**config.mk**
```make
export PLATFORM = sky130hd
export DESIGN_NAME = mem_arbiter
export DESIGN_NICKNAME = d
export VERILOG_FILES = /design/src/rtl/mem_arbiter.sv
export SDC_FILE = /design/constraint.sdc
export NUM_CORES = 1
export LEC_CHECK = 0
export ABC_CLOCK_PERIOD_IN_PS = 2100
export CAP_MARGIN = 30
export CORE_AREA = 4 4 125 127
export CTS_BUF_LIST = sky130_fd_sc_hd__clkbuf_2
export DETAILED_ROUTE_END_ITERATION = 10
export DIE_AREA = 0 0 129 131
export PLACE_DENSITY = 0.82
export SYNTH_ARGS = -nofsm -noshare
export SYNTH_HDL_FRONTEND = slang
export SYNTH_SLANG_ARGS = --single-unit
```
**constraint.sdc**
```tcl
create_clock -name clk -period 2.1 [get_ports clk]
set_input_delay 0.525 -clock clk [delete_from_list [all_inputs] [get_ports clk]]
set_output_delay 0.525 -clock clk [all_outputs]
set_load 0.05 [all_outputs]
```
**src/rtl/mem_arbiter.sv**
```systemverilog
// Round-robin N-processor memory arbiter: sole owner of the shared memory request, address and data.
// Optional BUSY watchdog is compiled in when MEM_ARB_TIMEOUT_EN is defined.
module mem_arbiter #(
  parameter int NUM_PROC       = 4,
  parameter int ADDR_W         = 16,
  parameter int DATA_W         = 32,
  parameter int TIMEOUT_CYCLES = 255
) (
  input  logic                          clk,
  input  logic                          reset_n,
  input  logic [NUM_PROC-1:0]           proc_req,
  input  logic [NUM_PROC-1:0]           proc_we,
  input  logic [NUM_PROC*ADDR_W-1:0]    proc_addr,
  input  logic [NUM_PROC*DATA_W-1:0]    proc_wdata,
  output logic [NUM_PROC-1:0]           proc_resp,
  output logic [NUM_PROC-1:0]           proc_error,
  output logic [DATA_W-1:0]             proc_rdata,
  output logic [$clog2(NUM_PROC)-1:0]   grant_id,
  output logic                          busy,
  output logic                          mem_read_req,
  output logic                          mem_write_req,
  output logic [ADDR_W-1:0]             mem_addr,
  output logic [DATA_W-1:0]             mem_write_data,
  input  logic [DATA_W-1:0]             mem_read_data,
  input  logic                          mem_done
);

  localparam int GID_W = $clog2(NUM_PROC);

  typedef enum logic [1:0] {
    IDLE = 2'd0,
    BUSY = 2'd1,
    RESP = 2'd2
  } state_t;

  state_t              state, state_d;
  logic [GID_W-1:0]    last_grant, last_grant_d;
  logic [GID_W-1:0]    grant_id_d;
  logic [GID_W-1:0]    winner;
  logic [NUM_PROC-1:0] resp_d;
  logic [DATA_W-1:0]   rdata_d;
  logic [DATA_W-1:0]   wdata_d;
  logic [ADDR_W-1:0]   addr_d;
  logic                rd_req_d;
  logic                wr_req_d;
  logic                timeout;

  // First requester found scanning upward from the slot after the previous grantee.
  function automatic logic [GID_W-1:0] rr_pick(input logic [NUM_PROC-1:0] req,
                                                input logic [GID_W-1:0]    last);
    logic [GID_W-1:0] pick;
    logic             found;
    int               idx;
    pick  = '0;
    found = 1'b0;
    idx   = 0;
    for (int off = 1; off <= NUM_PROC; off++) begin
      idx = (int'(last) + off) % NUM_PROC;
      if (!found && req[idx]) begin
        found = 1'b1;
        pick  = GID_W'(idx);
      end
    end
    return pick;
  endfunction

`ifdef MEM_ARB_TIMEOUT_EN
  localparam int CNT_W = $clog2(TIMEOUT_CYCLES + 1);

  logic [CNT_W-1:0] busy_cnt, busy_cnt_d;

  // Counter is held at zero outside BUSY, so it always starts from zero on entry.
  always_comb begin
    busy_cnt_d = '0;
    timeout    = 1'b0;
    if (state == BUSY) begin
      busy_cnt_d = busy_cnt + CNT_W'(1);
      timeout    = (busy_cnt_d == CNT_W'(TIMEOUT_CYCLES));
    end
  end

  always_ff @(posedge clk) begin
    if (!reset_n) begin
      busy_cnt   <= '0;
      proc_error <= '0;
    end else begin
      busy_cnt   <= busy_cnt_d;
      proc_error <= '0;
      // mem_done on the same edge as the watchdog completes normally.
      if (state == BUSY && timeout && !mem_done)
        proc_error[grant_id] <= 1'b1;
    end
  end
`else
  assign timeout    = 1'b0;
  assign proc_error = '0;
`endif

  // NOTE: every variable gets a default before the case so no path leaves it unassigned (no latches).
  always_comb begin
    state_d      = state;
    last_grant_d = last_grant;
    grant_id_d   = grant_id;
    addr_d       = mem_addr;
    wdata_d      = mem_write_data;
    rd_req_d     = mem_read_req;
    wr_req_d     = mem_write_req;
    rdata_d      = proc_rdata;
    resp_d       = '0;
    winner       = rr_pick(proc_req, last_grant);

    unique case (state)
      IDLE: begin
        if (|proc_req) begin
          state_d      = BUSY;
          last_grant_d = winner;
          grant_id_d   = winner;
          addr_d       = proc_addr[int'(winner)*ADDR_W +: ADDR_W];
          wdata_d      = proc_wdata[int'(winner)*DATA_W +: DATA_W];
          rd_req_d     = ~proc_we[winner];
          wr_req_d     = proc_we[winner];
        end
      end
      BUSY: begin
        if (mem_done || timeout) begin
          state_d          = RESP;
          rd_req_d         = 1'b0;
          wr_req_d         = 1'b0;
          resp_d[grant_id] = 1'b1;
          rdata_d          = (mem_done && mem_read_req) ? mem_read_data : '0;
        end
      end
      RESP: begin
        state_d = IDLE;
      end
      default: begin
        state_d = IDLE;
      end
    endcase
  end

  // NOTE: sequential state uses non-blocking assignments so all flops update from pre-edge values.
  // NOTE: the reset is synchronous and clears every register, including the address/data holding regs.
  always_ff @(posedge clk) begin
    if (!reset_n) begin
      state          <= IDLE;
      last_grant     <= GID_W'(NUM_PROC - 1);
      grant_id       <= '0;
      mem_addr       <= '0;
      mem_write_data <= '0;
      mem_read_req   <= 1'b0;
      mem_write_req  <= 1'b0;
      proc_rdata     <= '0;
      proc_resp      <= '0;
      busy           <= 1'b0;
    end else begin
      state          <= state_d;
      last_grant     <= last_grant_d;
      grant_id       <= grant_id_d;
      mem_addr       <= addr_d;
      mem_write_data <= wdata_d;
      mem_read_req   <= rd_req_d;
      mem_write_req  <= wr_req_d;
      proc_rdata     <= rdata_d;
      proc_resp      <= resp_d;
      busy           <= (state_d != IDLE);
    end
  end

endmodule
```
# After elaboration in Yosys (flattened, before gate mapping)

Cells that the tools add are included.

Add/subtract/negate cells: 4
Magnitude comparators: 7
Eq/ne operators: 3
Shifts and indexed selects: 2
Muxes and demuxes: 32
Bitwise gates (word level): 5
Reduce and logical (&&, ||, !) cells: 20

Operators by type and width:

| operator              | number |
|---|---|
| $shiftx A128 B8 Y32   | 1 |
| $shiftx A64 B7 Y16    | 1 |
| $mux W32              | 1 |
| $lt A3 B4 Y1 const B  | 4 |
| $mux W1               | 16 |
| $mux W2               | 6 |
| $bmux W1 S2           | 5 |
| $reduce_or A2 Y1      | 4 |
| $lt A2 B3 Y1 const B  | 2 |
| $reduce_and A3 Y1     | 2 |
| $logic_and A1 B1 Y1   | 5 |
| $add A2 B1 Y2 const B | 2 |
| $add A2 B2 Y2 const B | 2 |
| $and A1 B1 Y1 const A | 4 |
| $ne A2 B2 Y1 const B  | 2 |
| $pmux W1 S2           | 2 |
| $pmux W2 S2           | 1 |
| $reduce_and A2 Y1     | 2 |
| $reduce_bool A2 Y1    | 2 |
| $reduce_or A4 Y1      | 1 |
| $logic_not A1 Y1      | 3 |
| $demux W1 S2          | 1 |
| $eq A2 B1 Y1 const B  | 1 |
| $ge A2 B1 Y1 const B  | 1 |
| 2 further kinds       | 2 |

Register bits after elaboration: 93
Word-level logic and storage cells: 83

# Depth between registers and ports, before layout

Gate-level depths: netlist of the first run.

Word-level depth: 21
Gate-level depth with buffers: 9
Gate-level depth less buffers: 5

# Worst setup path before layout of the first run

No wires, ideal clock.

Path kind: input -> register
Start: input proc_req[0]
End: register mem_addr[10]
Setup time: 138 ps
Data arrival time: 1797 ps
Required time: 1962 ps
Setup slack: 165 ps
Stages on the path: 9
Buffers on the path: 4
Cell sequence: nand2b_1 > a21bo_1 > buf_2 > and3_1 > buf_4 > buf_6 > buf_6 > a211oi_1 > a211oi_1

Longest elaborated chain between the ends: 14
Elaborated cells between the ends (all ways): 28
Classes of those cells: shift (1); mux (19); reduce/logical (8)

Ends and longest elaborated chain:

| element                                    | line | RTL |
|---|---|---|
| start: declaration                         | 11   | `input logic [NUM_PROC-1:0] proc_req,` |
| $bmux W1 S2                                | 59   | `if (!found && req[idx]) begin` |
| $mux W1 (implied by the code) (2 in a row) | 59   |  |
| $mux W1                                    | 59   |  |
| $logic_not A1 Y1                           | 59   |  |
| $logic_and A1 B1 Y1                        | 59   |  |
| $mux W1                                    | 59   |  |
| $logic_not A1 Y1                           | 59   |  |
| $logic_and A1 B1 Y1                        | 59   |  |
| $mux W1                                    | 59   |  |
| $logic_not A1 Y1                           | 59   |  |
| $logic_and A1 B1 Y1                        | 59   |  |
| $mux W2                                    | 59   |  |
| $shiftx A64 B7 Y16                         | 118  | `addr_d = proc_addr[int'(winner)*ADDR_W +: ADDR_W];` |
| end signal: assignment                     | 160  | `mem_addr <= addr_d;` |
| end: declaration                           | 22   | `output logic [ADDR_W-1:0] mem_addr,` |

Parallel ways exist; a longest one is shown, timed or not. The select of a mux whose other input is x is not followed.
A chain may end at the register's enable or synchronous reset.

# Worst setup path after layout of the first run

Start: register proc_rdata[26]
End: output proc_rdata[26]

RTL lines:

| element                  | line | RTL |
|---|---|---|
| start: declaration       | 17   | `output logic [DATA_W-1:0] proc_rdata,` |
| start signal: assignment | 164  | `proc_rdata <= rdata_d;` |

No word-level cell between the ends.

==> results.sh, run 1 <==
export IMPL_status="finished clean"
export IMPL_drt_iter0_drc=238
export IMPL_port_buffer_count=323
export IMPL_cts_inserted_buffers=9
export IMPL_fillCellCount=1309
export IMPL_use_met1_pct=26.41
export IMPL_p_total_mw=5.502
export IMPL_nets=1142
export IMPL_slew_viol_final=0
export IMPL_fp_dieH_um=131
export IMPL_synth_cell_types=36
export IMPL_holdBufCountCts=0
export IMPL_ys_flop_type="dfxtp_1"
export IMPL_placed_cells=1080
export IMPL_cap_violations=0
export IMPL_synthAdderAreaFrac_pct=0
export IMPL_grt_max_degree=36
export IMPL_clk_path_buf_depth=2
export IMPL_htree_levels=3
export IMPL_tightest_slew_ns=0.5348
export IMPL_die_width_um=129
export IMPL_synth_top_family_by_area="compound AO/OA/AOI/OAI gates"
export IMPL_finalCritPeriodShare_pct=97.03
export IMPL_rsz0062_at_grt="false"
export IMPL_yosysTopAreaCell="dfxtp_1"
export IMPL_vdd_drop_max_v=0.0003269
export IMPL_cts_num_sinks=93
export IMPL_antenna_found_initial=2
export IMPL_path_delay_family="buffers and inverters"
export IMPL_num_vias=5729
export IMPL_cpMaxStageDelayCell="dlygate4sd2_1"
export IMPL_synth_simple_area_share_pct=9.474
export IMPL_setup_viol=0
export IMPL_avgSynthCellArea_um2=8.281
export IMPL_placed_area_um2=8522
export IMPL_worst_path_buf_inv=1
export IMPL_grt_usage_pct=22.25
export IMPL_layout_cells_non_filler=1097
export IMPL_core_rowCount=44
export IMPL_firstDrtPassIters=5
export IMPL_syn_area_um2=4952
export IMPL_yosys_warnings=0
export IMPL_grt_pass1_vias=5596
export IMPL_cts_root_buf="clkbuf_2"
export IMPL_hp_class="input pin to flop"
export IMPL_grt_pass1_wl_um=29550
export IMPL_synth_compound_area_share_pct=32.64
export IMPL_grt_ovfl_total=0
export IMPL_clock_fmax_mhz=490.8
export IMPL_grt_busiest_layer="met2"
export IMPL_clkTransAtPathRegs_ns=0.27
export IMPL_yosys_register_bits=93
export IMPL_synth_top_area_share_pct=37.59
export IMPL_final_area_um2=8498
export IMPL_critPathRequiredTime_ns=1.57
export IMPL_finalHoldViolations=0
export IMPL_dp_hpwl_um=15370
export IMPL_ant_nets=0
export IMPL_slowest_delay_ns=0.55
export IMPL_cts_tree="done"
export IMPL_crit_fanout=2
export IMPL_p_leak_nw=3.537
export IMPL_utilization_pct=58.92
export IMPL_fin_crit_ns=2.038
export IMPL_gp_congestion=0.8421
export IMPL_drc_errors=0
export IMPL_synthArstFlopShare_pct=0
export IMPL_vias_per_cell=5.222
export IMPL_wirelength_um=19930
export IMPL_dieArea_um2=16900
export IMPL_ys_top_cells_by_area="dfxtp_1 38%, a211oi_1 15%, mux2i_1 9.9%"
export IMPL_synth_seq_area_share_pct=37.59
export IMPL_cp_start_kind="flop"
export IMPL_synth_edf_count=0
export IMPL_core_area_um2=14420
export IMPL_ioPinCount=328
export IMPL_path_cells="dlygate4sd2_1"
export IMPL_critPathCaptureType="primary output"
export IMPL_gr_usage_met3_pct=6.220
export IMPL_skew_ns=0.03348
export IMPL_grt_use_met2_pct=38.17
export IMPL_criticalPathCategory="flop to primary output"
export IMPL_start_util_pct=34.33
export IMPL_arrival_ns=1.51
export IMPL_p_per_area_nw_per_um2=647.4
export IMPL_synth_xor_area_share_pct=0
export IMPL_syn_inst=598
export IMPL_drive_above_1_share_pct=10.87
export IMPL_postCtsSetupBuffers=0
export IMPL_slew_headroom_pct=64.49
export IMPL_synthMuxAreaShare_pct=10.21
export IMPL_clk_latency_ns=0.59
export IMPL_area_growth_synth_to_final_pct=71.60
export IMPL_wire_per_inst_um=18.17
[flip-flops by register name, indices dropped and copies added, names as in the netlist]
name,cells
mem_read_req,1
last_grant,2
busy,1
grant_id,2
mem_write_data,32
mem_addr,16
proc_resp,4
mem_write_req,1
state,2
proc_rdata,32
[final cells by class]
class                      instances  area [um2]  area share (%)
sequential                        93        1862           21.91
clock buffer                      11       55.05          0.6478
inverter                          51       191.4           2.253
tap                              184       230.2           2.709
clock inverter                     4       50.05          0.5889
timing repair buffer             362        3467           40.80
antenna                            2       5.005         0.05889
multi-input combinational        390        2638           31.04
[cell usage after synthesis (2+ instances only)]
master,instances
nand2b_1,6
nor2_1,8
nand3_1,34
nor3b_1,4
nand2_1,36
or2_1,2
o21ai_1,2
and3_1,2
clkbuf_1,50
buf_4,8
buf_2,6
dfxtp_1,93
a211oi_1,96
inv_1,50
o21ai_0,50
nand4_1,2
buf_6,2
mux2i_1,49
a21boi_1,33
a31oi_1,49
[worst paths after layout]
| kind | start | to | slack [ns] | cells past startpoint |
|---|---|---|---|---|
| worst max-delay path | proc_rdata[26] | proc_rdata[26] | 0.06 | 1 |
| worst min-delay path | reset_n | proc_rdata[29] | 0.42 | 3 |
| worst max register to register | last_grant[0] | mem_addr[5] | 0.25 | 6 |
| worst min register to register | proc_rdata[3] | proc_rdata[3] | 0.46 | 2 |
[layout by cell type (no fill, tap or decap), types with 2 or more instances in the layout]
master           count
diode_2              2
a211oi_1            96
clkinv_1             2
nand4_1              2
mux2i_1             49
a31oi_1             49
o21ai_0             50
nor3b_1              4
conb_1               4
nor2_1               6
dfxtp_1             93
a21boi_1            33
nand3_1             34
or2_1                2
buf_12               9
clkdlybuf4s15_1     26
clkdlybuf4s50_1    233
clkbuf_2            30
dlygate4sd2_1       31
buf_4               43
nand2b_1             6
inv_1               50
nand2_1             35
[worst register-to-register path, stage by stage (launching register included)]
cell      delay [ns]
dfxtp_1         0.47
nand2b_1        0.17
a21bo_2         0.19
and3_4          0.26
buf_4           0.33
a211oi_1        0.16
a211oi_1        0.22
[kinds of logic after synthesis]
| logic type | after synthesis |
|---|---|
| and+or+nand+nor | 98 |
| muxes | 50 |
| DFF | 93 |
| AOI/OAI and AO/OA | 238 |
| other | 1 |
| buffers and inverters | 118 |
[where the power goes]
| group | internal, mW | total [mW] | switching [mW] |
|---|---|---|---|
| clock network | 0.276 | 0.912 | 0.636 |
| registers | 1.96 | 2.06 | 0.109 |
| logic | 1.04 | 2.53 | 1.48 |
[metal layers]
| layer | routed length [um] | vias to the layer above |
|---|---|---|
| met5 | 23 | - |
| met1 | 7780 | 2631 |
| met4 | 535 | 4 |
| met3 | 1704 | 40 |
| li1 | - | 2801 |
| met2 | 9885 | 253 |
[repair_timing]
item / 4_1_cts / 5_1_grt
setup endpoints to repair: 76 / 45
gates cloned: 0 / 0
gates resized for setup: 78 / 62
[per-stage QoR]
stage / setup slack, ns / hold slack [ns] / TNS, ns
after floorplan: 0.1654 / 0.4969 / 0
after global placement: -0.3009 / 0.4363 / -13.30
after detailed placement: -0.3835 / 0.4409 / -16.18
after CTS: 0.0007325 / 0.4015 / 0
after global routing: 0.0008823 / 0.4111 / 0
final: 0.06234 / 0.4230 / 0
Power figures use the tool's default switching activity.
==> inputs of run 2 (changes only) <==
--- a/config.mk
+++ b/config.mk
@@ -11,7 +11,7 @@
 export CTS_BUF_LIST = sky130_fd_sc_hd__clkbuf_2
 export DETAILED_ROUTE_END_ITERATION = 10
 export DIE_AREA = 0 0 129 131
-export PLACE_DENSITY = 0.82
+export PLACE_DENSITY = 0.75
 export SYNTH_ARGS = -nofsm -noshare
 export SYNTH_HDL_FRONTEND = slang
 export SYNTH_SLANG_ARGS = --single-unit
==> results.sh, run 2 (synthesis results as in run 1) <==
export IMPL_rsz0062_at_grt="false"
export IMPL_fillCellCount=1333
export IMPL_layout_cells_non_filler=1105
export IMPL_cpMaxStageDelayCell="clkdlybuf4s15_1"
export IMPL_grt_usage_pct=22.28
export IMPL_reg2reg_from="last_grant[1]"
export IMPL_clk_latency_ns=0.59
export IMPL_p_total_mw=5.575
export IMPL_worst_path_buf_inv=1
export IMPL_hp_class="input pin to flop"
export IMPL_cts_root_buf="clkbuf_2"
export IMPL_slowest_delay_ns=0.50
export IMPL_grt_busiest_layer="met2"
export IMPL_area_growth_synth_to_final_pct=75.39
export IMPL_p_per_area_nw_per_um2=641.9
export IMPL_htree_levels=3
export IMPL_critPathCaptureType="primary output"
export IMPL_crit_fanout=2
export IMPL_cts_tree="done"
export IMPL_fp_dieH_um=131
export IMPL_gr_usage_met3_pct=7.764
export IMPL_wire_per_inst_um=17.98
export IMPL_drc_errors=0
export IMPL_placed_cells=1090
export IMPL_critPathRequiredTime_ns=1.57
export IMPL_cts_inserted_buffers=9
export IMPL_status="finished clean"
export IMPL_clock_fmax_mhz=505.0
export IMPL_grt_max_degree=48
export IMPL_grt_use_met2_pct=38.84
export IMPL_dieArea_um2=16900
export IMPL_fin_crit_ns=1.980
export IMPL_arrival_ns=1.46
export IMPL_antenna_found_initial=0
export IMPL_drive_above_1_share_pct=18.02
export IMPL_postCtsSetupBuffers=0
export IMPL_finalHoldViolations=0
export IMPL_path_delay_family="buffers and inverters"
export IMPL_vdd_drop_max_v=0.0003430
export IMPL_final_common_cell="clkdlybuf4s50_1"
export IMPL_use_met1_pct=26.18
export IMPL_slew_viol_final=0
export IMPL_setup_viol=0
export IMPL_nets=1152
export IMPL_skew_ns=0.01160
export IMPL_gp_congestion=0.7914
export IMPL_core_rowCount=44
export IMPL_num_vias=5740
export IMPL_grt_pass1_wl_um=29530
export IMPL_min_from="reset_n"
export IMPL_clk_path_buf_depth=2
export IMPL_antenna_cells=0
export IMPL_clkTransAtPathRegs_ns=0.26
export IMPL_cp_start_kind="flop"
export IMPL_finalCritPeriodShare_pct=94.30
export IMPL_seq_area_um2=1862
export IMPL_dp_hpwl_um=15400
export IMPL_holdBufCountCts=0
export IMPL_path_cells="clkdlybuf4s15_1"
export IMPL_wirelength_um=19870
export IMPL_vias_per_cell=5.195
export IMPL_p_leak_nw=3.444
export IMPL_drt_iter0_drc=255
export IMPL_setup_tns_ns=0
export IMPL_reg_top3="mem_write_data (32), proc_rdata (32), mem_addr (16)"
export IMPL_cts_num_sinks=93
export IMPL_grt_ovfl_total=0
export IMPL_firstDrtPassIters=4
export IMPL_port_buffer_count=323
export IMPL_ioPinCount=328
export IMPL_cap_violations=0
export IMPL_grt_pass1_vias=5444
export IMPL_criticalPathCategory="flop to primary output"
export IMPL_start_util_pct=34.33
export IMPL_core_area_um2=14420
export IMPL_die_width_um=129
export IMPL_crit_start="mem_write_data[20]"
export IMPL_final_cell_mix="233 x clkdlybuf4s50_1, 96 x a211oi_1, 93 x dfxtp_1"
export IMPL_ant_nets=0
export IMPL_multiInputGateArea_um2=2638
[run 2: final timing paths]
check                             to  slack [ns]  cells past startpoint
setup / recovery  mem_write_data[20]        0.12                      1
hold / removal         last_grant[1]        0.39                      3
setup reg to reg        mem_read_req        0.31                      6
hold reg to reg       proc_rdata[31]        0.47                      2
[run 2: layout make-up]
cell class	instances	share of cell area, %
clock buffers	9	0.5186
clock inverters	6	0.8211
inverters	51	2.204
multi-input cells	390	30.37
flip-flops and latches	93	21.43
well taps	184	2.651
repair buffers	372	42.01
[run 2: report_power, final]
part           switching [mW]  total (mW)  internal, mW
sequential              0.106        2.06          1.96
combinational            1.48        2.58          1.10
clock                   0.657       0.936         0.278
total                    2.24        5.58          3.33
[run 2: metrics by stage]
step / util, % / cell area [um2] / setup slack, ns / hold WS [ns]
2_1_floorplan: - / 4964 / 0.1654 / 0.4969
4_1_cts: 60.83 / 8775 / 0.0001595 / 0.3044
3_3_place_gp: 59.53 / 8587 / -0.3442 / 0.4359
3_5_place_dp: 59.53 / 8587 / -0.4099 / 0.4409
5_1_grt: 60.22 / 8686 / 0.002996 / 0.3414
6_report: 60.22 / 8686 / 0.1197 / 0.3887
[run 2: timing repair]
| item | in CTS | in global routing |
|---|---|---|
| endpoints found under the setup margin | 77 | 18 |
| hold endpoints to repair | 0 | 0 |
| resized for setup | 211 | 19 |
[run 2: routing by layer]
layer	vias up	wire, um
met5	-	0
met4	0	365
met3	23	1933
met2	261	9915
met1	2633	7656
li1	2823	-
